## config.mk

```make
export PLATFORM = sky130hd
export DESIGN_NAME = pool_vector_flat
export DESIGN_NICKNAME = d
export VERILOG_FILES = /design/src/rtl/pool_vector_if.sv /design/src/rtl/pool_vector.sv /design/src/flat_wrapper.sv
export SDC_FILE = /design/constraint.sdc
export NUM_CORES = 1
export LEC_CHECK = 0
export BUFFER_PORTS_ARGS = -buffer_cell sky130_fd_sc_hd__clkbuf_2
export CAP_MARGIN = 5
export CORE_MARGIN = 2
export CORE_UTILIZATION = 35
export DETAILED_ROUTE_END_ITERATION = 8
export GPL_ROUTABILITY_DRIVEN = 0
export PLACE_DENSITY = 0.63
export REMOVE_ABC_BUFFERS = 1
export SKIP_CTS_REPAIR_TIMING = 1
export SLEW_MARGIN = 20
export SYNTH_ARGS = -nofsm -noshare
export SYNTH_HDL_FRONTEND = slang
export SYNTH_SLANG_ARGS = --single-unit
```

## constraint.sdc

```tcl
create_clock -name clk -period 4.8 [get_ports clk]
set_clock_uncertainty 0.1 [all_clocks]
set_input_delay 0.96 -clock clk [delete_from_list [all_inputs] [get_ports clk]]
set_output_delay 0.96 -clock clk [all_outputs]
set_load 0.02 [all_outputs]
```

## src/rtl/pool_vector_if.sv

```systemverilog
// Handshake bundle between the pooling unit and its neighbours.
// Carries upstream samples, window configuration, restart and the result stream.
// master drives samples/config and receives results; slave is the pooling unit.
interface pool_vector_if #(
   parameter int NUM_WIDTH = 16,
   parameter int CHANNELS  = 4,
   parameter int CNT_WIDTH = 8
);
   logic                          restart;
   logic                          cfg_mode;
   logic [CNT_WIDTH-1:0]          cfg_size;
   logic [4:0]                    cfg_shift;
   logic [CHANNELS*NUM_WIDTH-1:0] up_data;
   logic                          up_valid;
   logic [CHANNELS*NUM_WIDTH-1:0] dn_data;
   logic                          dn_valid;

   modport master (
      output restart, cfg_mode, cfg_size, cfg_shift, up_data, up_valid,
      input  dn_data, dn_valid
   );

   modport slave (
      input  restart, cfg_mode, cfg_size, cfg_shift, up_data, up_valid,
      output dn_data, dn_valid
   );
endinterface

```

## src/rtl/pool_vector.sv

```systemverilog
// Per-channel max / shifted-sum-average pooling over a programmable sample window.
// Latency: fixed 3 cycles from the window's last valid sample to the dn_valid pulse.
// Backpressure: none; every valid sample is consumed, results are one-cycle pulses.
// Ports: clk, rst (sync, active high); bus (slave) carries restart, cfg_*,
// up_data/up_valid in and dn_data/dn_valid out.
module pool_vector #(
   parameter int NUM_WIDTH = 16,
   parameter int CHANNELS  = 4,
   parameter int CNT_WIDTH = 8
) (
   input logic          clk,
   input logic          rst,
   pool_vector_if.slave bus
);
   localparam int AW = NUM_WIDTH + CNT_WIDTH;
   localparam int DW = CHANNELS * NUM_WIDTH;
   localparam logic signed [AW-1:0] SAT_MAX = {{(CNT_WIDTH+1){1'b0}}, {(NUM_WIDTH-1){1'b1}}};
   localparam logic signed [AW-1:0] SAT_MIN = {{(CNT_WIDTH+1){1'b1}}, {(NUM_WIDTH-1){1'b0}}};

   // ---------------- stage 1: input register ----------------
   logic                 s1_vld, s1_restart, s1_mode;
   logic [CNT_WIDTH-1:0] s1_size;
   logic [4:0]           s1_shift;
   logic [DW-1:0]        s1_data;

   always_ff @(posedge clk) begin
      if (rst) begin
         s1_vld     <= 1'b0;
         s1_restart <= 1'b0;
         s1_mode    <= 1'b0;
         s1_size    <= '0;
         s1_shift   <= '0;
         s1_data    <= '0;
      end else begin
         s1_vld     <= bus.up_valid;
         s1_restart <= bus.restart;
         s1_mode    <= bus.cfg_mode;
         s1_size    <= bus.cfg_size;
         s1_shift   <= bus.cfg_shift;
         s1_data    <= bus.up_valid ? bus.up_data : '0;
      end
   end

   // ---------------- stage 2: accumulate / compare, count ----------------
   logic [CNT_WIDTH-1:0] cnt, win_size;
   logic                 win_mode;
   logic [4:0]           win_shift;
   logic                 s2_done;
   logic signed [AW-1:0] acc     [CHANNELS];
   logic signed [AW-1:0] acc_nxt [CHANNELS];
   logic signed [AW-1:0] samp    [CHANNELS];

   logic                 first, done, cur_mode;
   logic [CNT_WIDTH-1:0] cur_size, eff_size, cnt_inc;

   // A valid sample opens a window when the counter is idle or when it
   // arrives together with restart; it then uses its own cycle's config.
   always_comb begin
      first    = s1_vld && ((cnt == '0) || s1_restart);
      cur_mode = first ? s1_mode : win_mode;
      cur_size = first ? s1_size : win_size;
      eff_size = (cur_size == '0) ? CNT_WIDTH'(1) : cur_size;
      cnt_inc  = first ? CNT_WIDTH'(1) : cnt + CNT_WIDTH'(1);
      done     = s1_vld && (cnt_inc == eff_size);
   end

   always_comb begin
      for (int k = 0; k < CHANNELS; k++) begin
         samp[k] = {{CNT_WIDTH{s1_data[k*NUM_WIDTH + NUM_WIDTH - 1]}},
                    s1_data[k*NUM_WIDTH +: NUM_WIDTH]};
         acc_nxt[k] = acc[k];
         if (first)
            acc_nxt[k] = samp[k];
         else if (cur_mode)
            acc_nxt[k] = acc[k] + samp[k];
         else if (samp[k] > acc[k])
            acc_nxt[k] = samp[k];
      end
   end

   always_ff @(posedge clk) begin
      if (rst) begin
         cnt     <= '0;
         s2_done <= 1'b0;
      end else begin
         s2_done <= done;
         if (s1_vld)
            cnt <= done ? '0 : cnt_inc;
         else if (s1_restart)
            cnt <= '0;
      end
   end

   // Accumulators and latched window config need no reset: the first sample
   // of every window overwrites them before they are ever consumed.
   always_ff @(posedge clk) begin
      if (s1_vld) begin
         for (int k = 0; k < CHANNELS; k++)
            acc[k] <= acc_nxt[k];
      end
      if (first) begin
         win_mode  <= s1_mode;
         win_size  <= s1_size;
         win_shift <= s1_shift;
      end
   end

   // ---------------- stage 3: format and register ----------------
   // win_* still describe the finished window here: a following window can
   // only relatch them on the same edge that captures this result.
   logic signed [AW-1:0] shifted [CHANNELS];
   logic [DW-1:0]        res;
   logic [DW-1:0]        dn_data_r;
   logic                 dn_valid_r;

   always_comb begin
      res = '0;
      for (int k = 0; k < CHANNELS; k++) begin
         shifted[k] = acc[k] >>> win_shift;
         if (!win_mode)
            res[k*NUM_WIDTH +: NUM_WIDTH] = acc[k][NUM_WIDTH-1:0];
         else if (shifted[k] > SAT_MAX)
            res[k*NUM_WIDTH +: NUM_WIDTH] = SAT_MAX[NUM_WIDTH-1:0];
         else if (shifted[k] < SAT_MIN)
            res[k*NUM_WIDTH +: NUM_WIDTH] = SAT_MIN[NUM_WIDTH-1:0];
         else
            res[k*NUM_WIDTH +: NUM_WIDTH] = shifted[k][NUM_WIDTH-1:0];
      end
   end

   always_ff @(posedge clk) begin
      if (rst) begin
         dn_valid_r <= 1'b0;
         dn_data_r  <= '0;
      end else begin
         dn_valid_r <= s2_done;
         if (s2_done)
            dn_data_r <= res;
      end
   end

   assign bus.dn_data  = dn_data_r;
   assign bus.dn_valid = dn_valid_r;
endmodule

```

## src/flat_wrapper.sv

```systemverilog
// flat-port wrapper written by rule: the top's interface ports become plain ports
module pool_vector_flat 
#(
   parameter int NUM_WIDTH = 16,
   parameter int CHANNELS  = 4,
   parameter int CNT_WIDTH = 8
)
  (clk, rst, bus_restart, bus_cfg_mode, bus_cfg_size, bus_cfg_shift, bus_up_data, bus_up_valid, bus_dn_data, bus_dn_valid);
  pool_vector_if #(.NUM_WIDTH(NUM_WIDTH), .CHANNELS(CHANNELS), .CNT_WIDTH(CNT_WIDTH)) bus_i ();
  input logic clk;
  input logic rst;
  input wire logic [$bits(bus_i.restart)-1:0] bus_restart;
  input wire logic [$bits(bus_i.cfg_mode)-1:0] bus_cfg_mode;
  input wire logic [$bits(bus_i.cfg_size)-1:0] bus_cfg_size;
  input wire logic [$bits(bus_i.cfg_shift)-1:0] bus_cfg_shift;
  input wire logic [$bits(bus_i.up_data)-1:0] bus_up_data;
  input wire logic [$bits(bus_i.up_valid)-1:0] bus_up_valid;
  output wire logic [$bits(bus_i.dn_data)-1:0] bus_dn_data;
  output wire logic [$bits(bus_i.dn_valid)-1:0] bus_dn_valid;
  assign bus_i.restart = bus_restart;
  assign bus_i.cfg_mode = bus_cfg_mode;
  assign bus_i.cfg_size = bus_cfg_size;
  assign bus_i.cfg_shift = bus_cfg_shift;
  assign bus_i.up_data = bus_up_data;
  assign bus_i.up_valid = bus_up_valid;
  assign bus_dn_data = bus_i.dn_data;
  assign bus_dn_valid = bus_i.dn_valid;
  pool_vector #(.NUM_WIDTH(NUM_WIDTH), .CHANNELS(CHANNELS), .CNT_WIDTH(CNT_WIDTH)) u_core (.clk(clk), .rst(rst), .bus(bus_i));
endmodule
```

==> Word-level counts from Yosys, hierarchy flattened <==
Memories as Yosys holds them, arrays and structs flattened.
Index checks and enable logic that the tools add are counted.
{ "totals": {"reg_bits": 168, "ram_bits": 96, "out_inout_bits": 65, "elab_cells": 77, "n_memories": 1} }
{ "mem_list": {"columns": ["memory", "depth", "word_bits", "read_ports", "rd_clocked_by_memory_dff", "wr", "line_no", "source"], "rows": [
  ["u_core.acc", 4, 24, 4, 0, 4, "pool_vector.sv:49", "logic signed [AW-1:0] acc [CHANNELS];"]
]} }
{ "classes": {"addsub": 5, "order_cmp": 12, "n_eq_ne": 1, "shift": 4, "mux": 33, "bitwise_logic": 1, "reduce_logical": 7} }
{ "op_table": {"columns": ["cell", "count"], "rows": [
  ["24-bit 2-to-1 mux", 12],
  ["16-bit 2-to-1 mux", 12],
  ["24-bit by 16-bit adder with 24-bit output", 4],
  ["16-bit by 24-bit > comparator with 1-bit output", 4],
  ["24-bit by 16-bit > comparator with 1-bit output, second input constant", 4],
  ["24-bit by 16-bit less-than comparator with 1-bit output, second input constant", 4],
  ["24-bit by 5-bit >>> shifter with 24-bit output", 4],
  ["8-bit 2-to-1 mux", 6],
  ["8-bit logical NOT", 2],
  ["8-bit by 1-bit adder with 8-bit output, second input constant", 1],
  ["8-bit == test", 1],
  ["1-bit 2-to-1 mux", 3],
  ["1-bit logical AND", 2],
  ["2-bit nonzero test", 1],
  ["2-bit OR reduction", 1],
  ["1-bit logical OR", 1],
  ["1-bit NOT", 1]
]} }

==> Depth between registers and ports, before layout <==
Gate-level depths: netlist (run 1).
{ "depth": {"depth_word": 10, "ltp_mapped": 15, "ltp_nobuf": 12} }

==> Least setup slack after synthesis (run 1) <==
OpenSTA, ideal clock, no wires.
{ "synth_timing": {"path_kind": "register to register", "start": "register, netlist name u_core.s1_data[15]", "end": "memory u_core.acc[0][0] (netlist bit) (enable)", "setup_time_ps": 450, "arrival_time_ps": 3962, "slack_ps": 288, "stages_incl_launch_ff": 8, "period_less_slack_ps": 4512, "path_cell_list": "dfxtp_1 > ha_1 > clkbuf_1 > and4_1 > a221o_1 > a21oi_1 > o211ai_1 > a311oi_1"} }
{ "synth_rtl": {"columns": ["element", "line_no"], "rows": [
  ["end: declaration", "pool_vector.sv:49"]
]} }

==> Worst setup path in the final report (run 1) <==
{ "layout_timing": {"start": "register u_core.win_shift[1]", "end": "register u_core.dn_data_r[1] (netlist: u_core.bus.dn_data[1])"} }
{ "layout_via": {"elab_chain_len": 5} }
{ "layout_rtl": {"columns": ["element", "line_no", "source"], "rows": [
  ["start: declaration", "pool_vector.sv:47", "logic [4:0] win_shift;"],
  ["start signal: assignment", "pool_vector.sv:104", "win_shift <= s1_shift;"],
  ["24-bit by 5-bit >>> shifter with 24-bit output (*)", "pool_vector.sv:119", "shifted[k] = acc[k] >>> win_shift;"],
  ["24-bit by 16-bit less-than comparator with 1-bit output", "pool_vector.sv:124", "else if (shifted[k] < SAT_MIN)"],
  ["16-bit 2-to-1 mux", "pool_vector.sv:124", null],
  ["16-bit 2-to-1 mux (*)", "pool_vector.sv:122", "else if (shifted[k] > SAT_MAX)"],
  ["16-bit 2-to-1 mux (*)", "pool_vector.sv:120", "if (!win_mode)"],
  ["end signal: assignment", "pool_vector.sv:138", "dn_data_r <= res;"],
  ["end: declaration", "pool_vector.sv:113", "logic [DW-1:0] dn_data_r;"]
]} }
Mark *: on every way between the ends. The rest lies on a longest branch, timed or not.
A chain may end at the register's enable or synchronous reset.

==> results.md, run 1 <==
- Most numerous cell in the Yosys netlist: nand2_1
- Ys Warns: 0
- Syn-to-layout area delta: 12.0%
- Post-synthesis simple-gate area fraction: 0.170
- Leading cell types by count after synthesis: 295 x nand2_1, 222 x a21oi_1, 210 x nor2_1
- Synth Register Bits: 264
- Post-synthesis mux area share: 0.0868
- Final net count: 2895
- First-pass GRT wire length: 102000 um
- PnR Total Power: 0.00692 W
- Top-area cell type share of the netlist area: 0.153
- IO Count: 147
- DRC Markers: 0
- RSZ-0062 raised after global routing: false
- Hpwl dp: 46500 um
- Rel. slew slack: 0.245
- Initial antenna violation count: 1
- Starting density of the core: 0.354
- Vias in the first global route: 18002
- DP Cell Count: 3364
- Clock Latency Late Sink: 0.56 ns
- Synth cell types: 89
- Clk buf depth: 3
- Compound-Gate Fraction of Synth Area: 0.229
- Root buffer cell: clkbuf_16
- Max-slew violations: 0
- Type of origin of the critical path: flip-flop
- Routed Antenna Nets: 0
- Worst-margin pin slew: 1.13 ns
- Max-cap viol count: 0
- Global Route Usage Sum: 0.201
- Final hold violation count: 0
- Critical Path RT: 5.11 ns
- CTS tree: built
- Vias: 18894
- Max VDD drop: 0.353 mV
- PwrDens: 289 nW/um^2
- DR WL/cell: 18.7 um
- Synth area leader: dfxtp_1
- Die Ht: 251 um
- Via density per instance: 5.51
- Avg Cell Area, Syn: 8.33 um^2
- Die W: 251 um
- Main combinational cell family by area after synthesis: compound AO/OA/AOI/OAI gates
- Fraction of registers with async set/reset: 0
- Max Clk Rate: 263 MHz
- Worst Hold Class: flip-flop to flip-flop
- Sequential-to-total area share from yosys stat: 0.295
- Die ar.: 63000 um^2
- Cells after Synth: 2561
- Post-synth EDFFs: 101
- Row cnt: 90
- WP data arrival: 4.11 ns
- Max Fanout on Critical Path: 19
- H-tree depth: 2
- Status: finished, final reports clean
- Share of layout cells above drive strength 1: 0.133
- CTS clk-pin slew, worst paths: 0.06 ns
- # clock sinks: 264
- Tmin final: 3.80 ns
- Number of CTS-inserted buffers: 35
- Pleak: 9.88 nW
- Setup crit end kind: flip-flop
- Internal power: 0.00471 W
- Mapped Area: 21300 um^2
- Routed WL: 63900 um
- Worst Setup Path Type: flip-flop to flip-flop
- # port buffers: 146
- Synthesized-area fraction occupied by adder cells: 0.115
- Combinational power share: 0.224
- Xor/xnor share of the synthesized area: 0.0369
- Final setup vio count: 0
- Final cycle utilization of the critical path: 0.792
- Core ar.: 60400 um^2
- Clock power share: 0.396
- Reg power frac: 0.381
- Ys flop type: dfxtp_1
- Initial drt markers: 1564
- Largest net degree at the start of global routing: 104
- # diodes: 0
- Switching power total: 0.00221 W
- Switching part of the total power: 0.319
- First drt pass iteration count: 6
- Synth area leaders: dfxtp_1 15%, edfxtp_1 14%, ha_1 11%
- Overflow after GRT: 0
- Layout Cells excl Fill: 3427
## registers in the layout, indices dropped and copies added (netlist names)
name	count
u_core.s1_size	8
u_core.acc	96
u_core.bus.dn_data	64
u_core.win_size	8
u_core.win_shift	5
u_core.s1_restart	1
u_core.s2_done	1
u_core.bus.dn_valid	1
u_core.s1_data	64
u_core.s1_mode	1
u_core.win_mode	1
u_core.s1_shift	5
u_core.s1_vld	1
u_core.cnt	8
## metrics by stage
step | area (um^2) | utilization | hold WS (ns) | setup WS [ns] | setup TNS [ns]
after floorplan | 20600 | - | 0.286 | -0.876 | -86.46
after global placement | 22700 | 0.376 | 0.302 | 1.13 | 0
after detailed placement | 22700 | 0.376 | 0.289 | 1.05 | 0
after CTS | 23900 | 0.396 | 0.305 | 0.999 | 0
after global routing | 23900 | 0.396 | 0.306 | 0.781 | 0
final | 23900 | 0.396 | 0.305 | 0.998 | 0
## layer usage
metal  GRT usage  share of wire
met1       0.272           0.45
met2       0.319           0.45
met3      0.0458          0.082
met4      0.0599          0.026
met5           0              0
## worst paths after layout
check                           start                    end  slack (ns)  cells after the start
setup / recovery  u_core.win_shift[1]  u_core.bus.dn_data[1]         1.0                      8
hold / removal     u_core.s1_shift[2]    u_core.win_shift[2]        0.31                      0
setup reg to reg  u_core.win_shift[1]  u_core.bus.dn_data[1]         1.0                      8
hold reg to reg    u_core.s1_shift[2]    u_core.win_shift[2]        0.31                      0
## power by group through the flow
stage | sequential [W] | clock (W) | combinational, W
after floorplan | 0.00268 | 0 | 0.00105
after global placement | 0.00268 | 0 | 0.00152
after detailed placement | 0.00268 | 0 | 0.00152
after CTS | 0.00263 | 0.00282 | 0.00153
after global routing | 0.00265 | 0.00290 | 0.00172
final | 0.00263 | 0.00274 | 0.00155
## worst max-delay path, stage by stage, from the launching register on
cell and delay, ns:
edfxtp_1 0.91, inv_1 0.33, o21ai_0 0.46, o21ai_0 0.21, and4_1 0.25, a211oi_2 0.87
a21oi_1 0.17, o221ai_1 0.26, a21oi_1 0.10
## cells in the final DEF (no fill, tap or decap), types with 10 or more instances in the layout
cell,count
a31oi_1,15
edfxtp_1,101
mux4_2,50
o31ai_1,10
nand4_1,22
clkbuf_16,37
o21bai_1,35
nor4_1,18
nand2_1,295
o21ai_1,35
nor2b_1,36
mux2_2,24
buf_4,34
a21o_1,12
o21a_1,16
mux2i_1,40
nor3_1,42
dfxtp_1,161
a2111oi_0,10
inv_1,190
xnor2_1,69
nand3_1,18
ha_1,190
a211oi_1,28
clkbuf_2,145
and2_1,71
nand2b_1,23
or3_1,17
o21ai_0,170
a211o_1,12
a21oi_1,221
xor2_1,21
o211ai_1,54
nor2_1,209
a221oi_1,10
o221ai_1,33
## cell families (layout without fill, tap and decap cells)
logic type | Yosys count | count (layout)
xor+xnor | 90 | 90
simple gates | 785 | 785
buf+inv | 356 | 440
compound gates | 753 | 753
mux | 119 | 119
flops | 264 | 264
fa+ha+maj | 194 | 194
## final cells by class
type / count / area, um^2
fill: 6221 / 36500
sequential: 264 / 6300
inverter: 196 / 736
tap: 782 / 978
multi-input combinational: 1941 / 13700
clock inverter: 18 / 193
timing repair buffer: 181 / 1020
clock buffer: 45 / 996
Note: power is estimated with default switching activity, not from simulation.
==> inputs of run 2 (changes only) <==
Settings changed: PLACE_DENSITY 0.63 to 0.61.
Clock period 4.8 ns to 3.5 ns, I/O delays scaled along.
==> results.md, run 2 (synthesis results as in run 1) <==
- Status: finished, final reports clean
- Worst Setup SP: u_core.acc[0][0]
- Largest net degree at the start of global routing: 76 (-27%)
- Rel. slew slack: 0.426 (+0.181)
- WHS: 0.251 ns (-0.0540 ns)
- # clock sinks: 264 (unchanged)
- First drt pass iteration count: 5 (-1)
- Tmin final: 3.37 ns (-0.433 ns)
- Crit path capture: u_core.acc[0][16]
- Final hold violation count: 0 (unchanged)
- PwrDens: 398 nW/um^2 (+37%)
- Global Route Usage Sum: 0.203 (+0.00158)
- Final cycle utilization of the critical path: 0.963 (+0.170)
- Syn-to-layout area delta: 14.8%
- Routed WL: 65300 um (+2.2%)
- WP data arrival: 3.63 ns (-0.48 ns)
- Commonest non-fill, non-tap cell in the layout: nand2_1
- Initial drt markers: 1635 (+4.5%)
- R2r worst-path depth: 13 (+5)
- Starting density of the core: 0.354 (unchanged)
- Setup crit end kind: flip-flop
- Max-slew violations: 0 (unchanged)
- Worst reg2reg path endpoint: u_core.acc[0][16]
- Via density per instance: 5.59 (+1.4%)
- Dpl ws: 0.0773 ns (-0.970 ns)
- Worst Hold Class: primary input to flip-flop
- Max Clk Rate: 297 MHz (+13%)
- Overflow after GRT: 0 (unchanged)
- Vias: 19481 (+3.1%)
- Worst Setup Path Type: flip-flop to flip-flop
- Type of origin of the critical path: flip-flop
- Clock Latency Late Sink: 0.55 ns (about the same)
- Row cnt: 90 (unchanged)
- Core ar.: 60400 um^2 (unchanged)
- Number of CTS-inserted buffers: 34 (-2.9%)
- Critical Path RT: 3.76 ns (-1.35 ns)
- DRC Markers: 0 (unchanged)
- Final setup vio count: 0 (unchanged)
- Crit Reg-Reg Startpoint: u_core.acc[0][0]
- Worst-margin pin slew: 0.839 ns (-0.287 ns)
- Max-cap viol count: 0 (unchanged)
- R2r setup slk: 0.13 ns (-0.87 ns)
- Pleak: 10.2 nW (+3.6%)
- CTS clk-pin slew, worst paths: 0.06 ns (about the same)
- Most frequent cells in the layout: 295 x nand2_1, 219 x a21oi_1, 209 x nor2_1
- Die Ht: 251 um (unchanged)
- CTS tree: built
- Clk buf depth: 3 (unchanged)
- Setup ws final: 0.131 ns (-0.867 ns)
- Die W: 251 um (unchanged)
- Share of layout cells above drive strength 1: 0.155 (+0.0212)
- Max Fanout on Critical Path: 3 (-16)
- DR WL/cell: 18.7 um (+0.46%)
- Final core utilization: 0.406 (+0.0101)
- Die ar.: 63000 um^2 (unchanged)
- Largest register by flop count: u_core.acc
- Hpwl dp: 48700 um (+4.7%)
- IO Count: 147 (unchanged)
- H-tree depth: 2 (unchanged)
- Max VDD drop: 0.245 mV (-31%)
- # port buffers: 146 (unchanged)
- First-pass GRT wire length: 103000 um (+0.97%)
- Final net count: 2952 (+2.0%)
- Initial antenna violation count: 3 (+2)
- Root buffer cell: clkbuf_16
- Vias in the first global route: 18992 (+5.5%)
- Routed Antenna Nets: 0 (unchanged)
- Number of flip-flops in the largest register: 96 (unchanged)
-- run 2: changes by cell type in the layout (fill, tap and decap cells not counted), moves of 2 or more --
cell	before	now
a21oi_1	221	219
clkinv_2	5	3
clkinv_4	3	0
clkbuf_16	37	41
a2111oi_0	10	8
dfxtp_1	161	159
buf_4	34	87
dfxtp_2	1	4
buf_12	2	7
a21oi_2	1	3
-- run 2: critical path, cell delays in order, from the launching register on --
cell	delay, ns
edfxtp_1	0.37
ha_2	0.20
inv_1	0.05
fa_2	0.35
o21ba_1	0.19
o21bai_2	0.16
a221o_1	0.26
a211oi_2	0.10
o31ai_1	0.30
buf_4	0.19
a211oi_4	0.07
o21bai_1	0.20
mux2_1	0.36
nor4_2	0.28
-- run 2: worst min path at each step --
stage,from,end,slack [ns],cells past startpoint
3_5_place_dp,u_core.s1_shift[3],u_core.win_shift[3],0.29,0
3_3_place_gp,u_core.s1_shift[4],u_core.win_shift[4],0.29,0
5_1_grt,bus_up_data[7],u_core.s1_data[7],0.25,2
4_1_cts,bus_up_data[63],u_core.s1_data[63],0.23,2
2_1_floorplan,u_core.s1_shift[0],u_core.win_shift[0],0.29,0
6_report,bus_up_data[11],u_core.s1_data[11],0.25,2
-- run 2: layout make-up --
class	count	area (um^2)
Sequential cell	264	6300
Multi-Input combinational cell	1941	13700
Inverter	196	736
Tap cell	782	978
Timing Repair Buffer	239	1520
Clock inverter	14	180
Antenna cell	1	2.50
Fill cell	6079	35900
Clock buffer	48	1080
-- run 2: routing by layer --
layer | wire length, um | track usage | vias up
met5 | 0 | 0.000772 | -
met4 | 2150 | 0.0755 | 0
met3 | 5300 | 0.0530 | 132
met2 | 29700 | 0.327 | 748
met1 | 28100 | 0.260 | 9212
li1 | - | - | 9389
-- run 2: power by group --
part	total [W]	switching, W	internal (W)
sequential	0.00359	0.000199	0.00339
clock	0.00393	0.00146	0.00247
combinational	0.00224	0.00135	0.000884
total	0.00975	0.00302	0.00674
-- run 2: through the flow --
step | std cells | setup TNS, ns | power, W | area, um^2
3_3_place_gp | 3418 | 0 | 0.00580 | 23200
6_report | 3485 | 0 | 0.00975 | 24500
4_1_cts | 3480 | 0 | 0.00981 | 24400
3_5_place_dp | 3418 | 0 | 0.00584 | 23200
5_1_grt | 3484 | -0.00318 | 0.0102 | 24500
2_1_floorplan | 2401 | -352.60 | 0.00511 | 20600
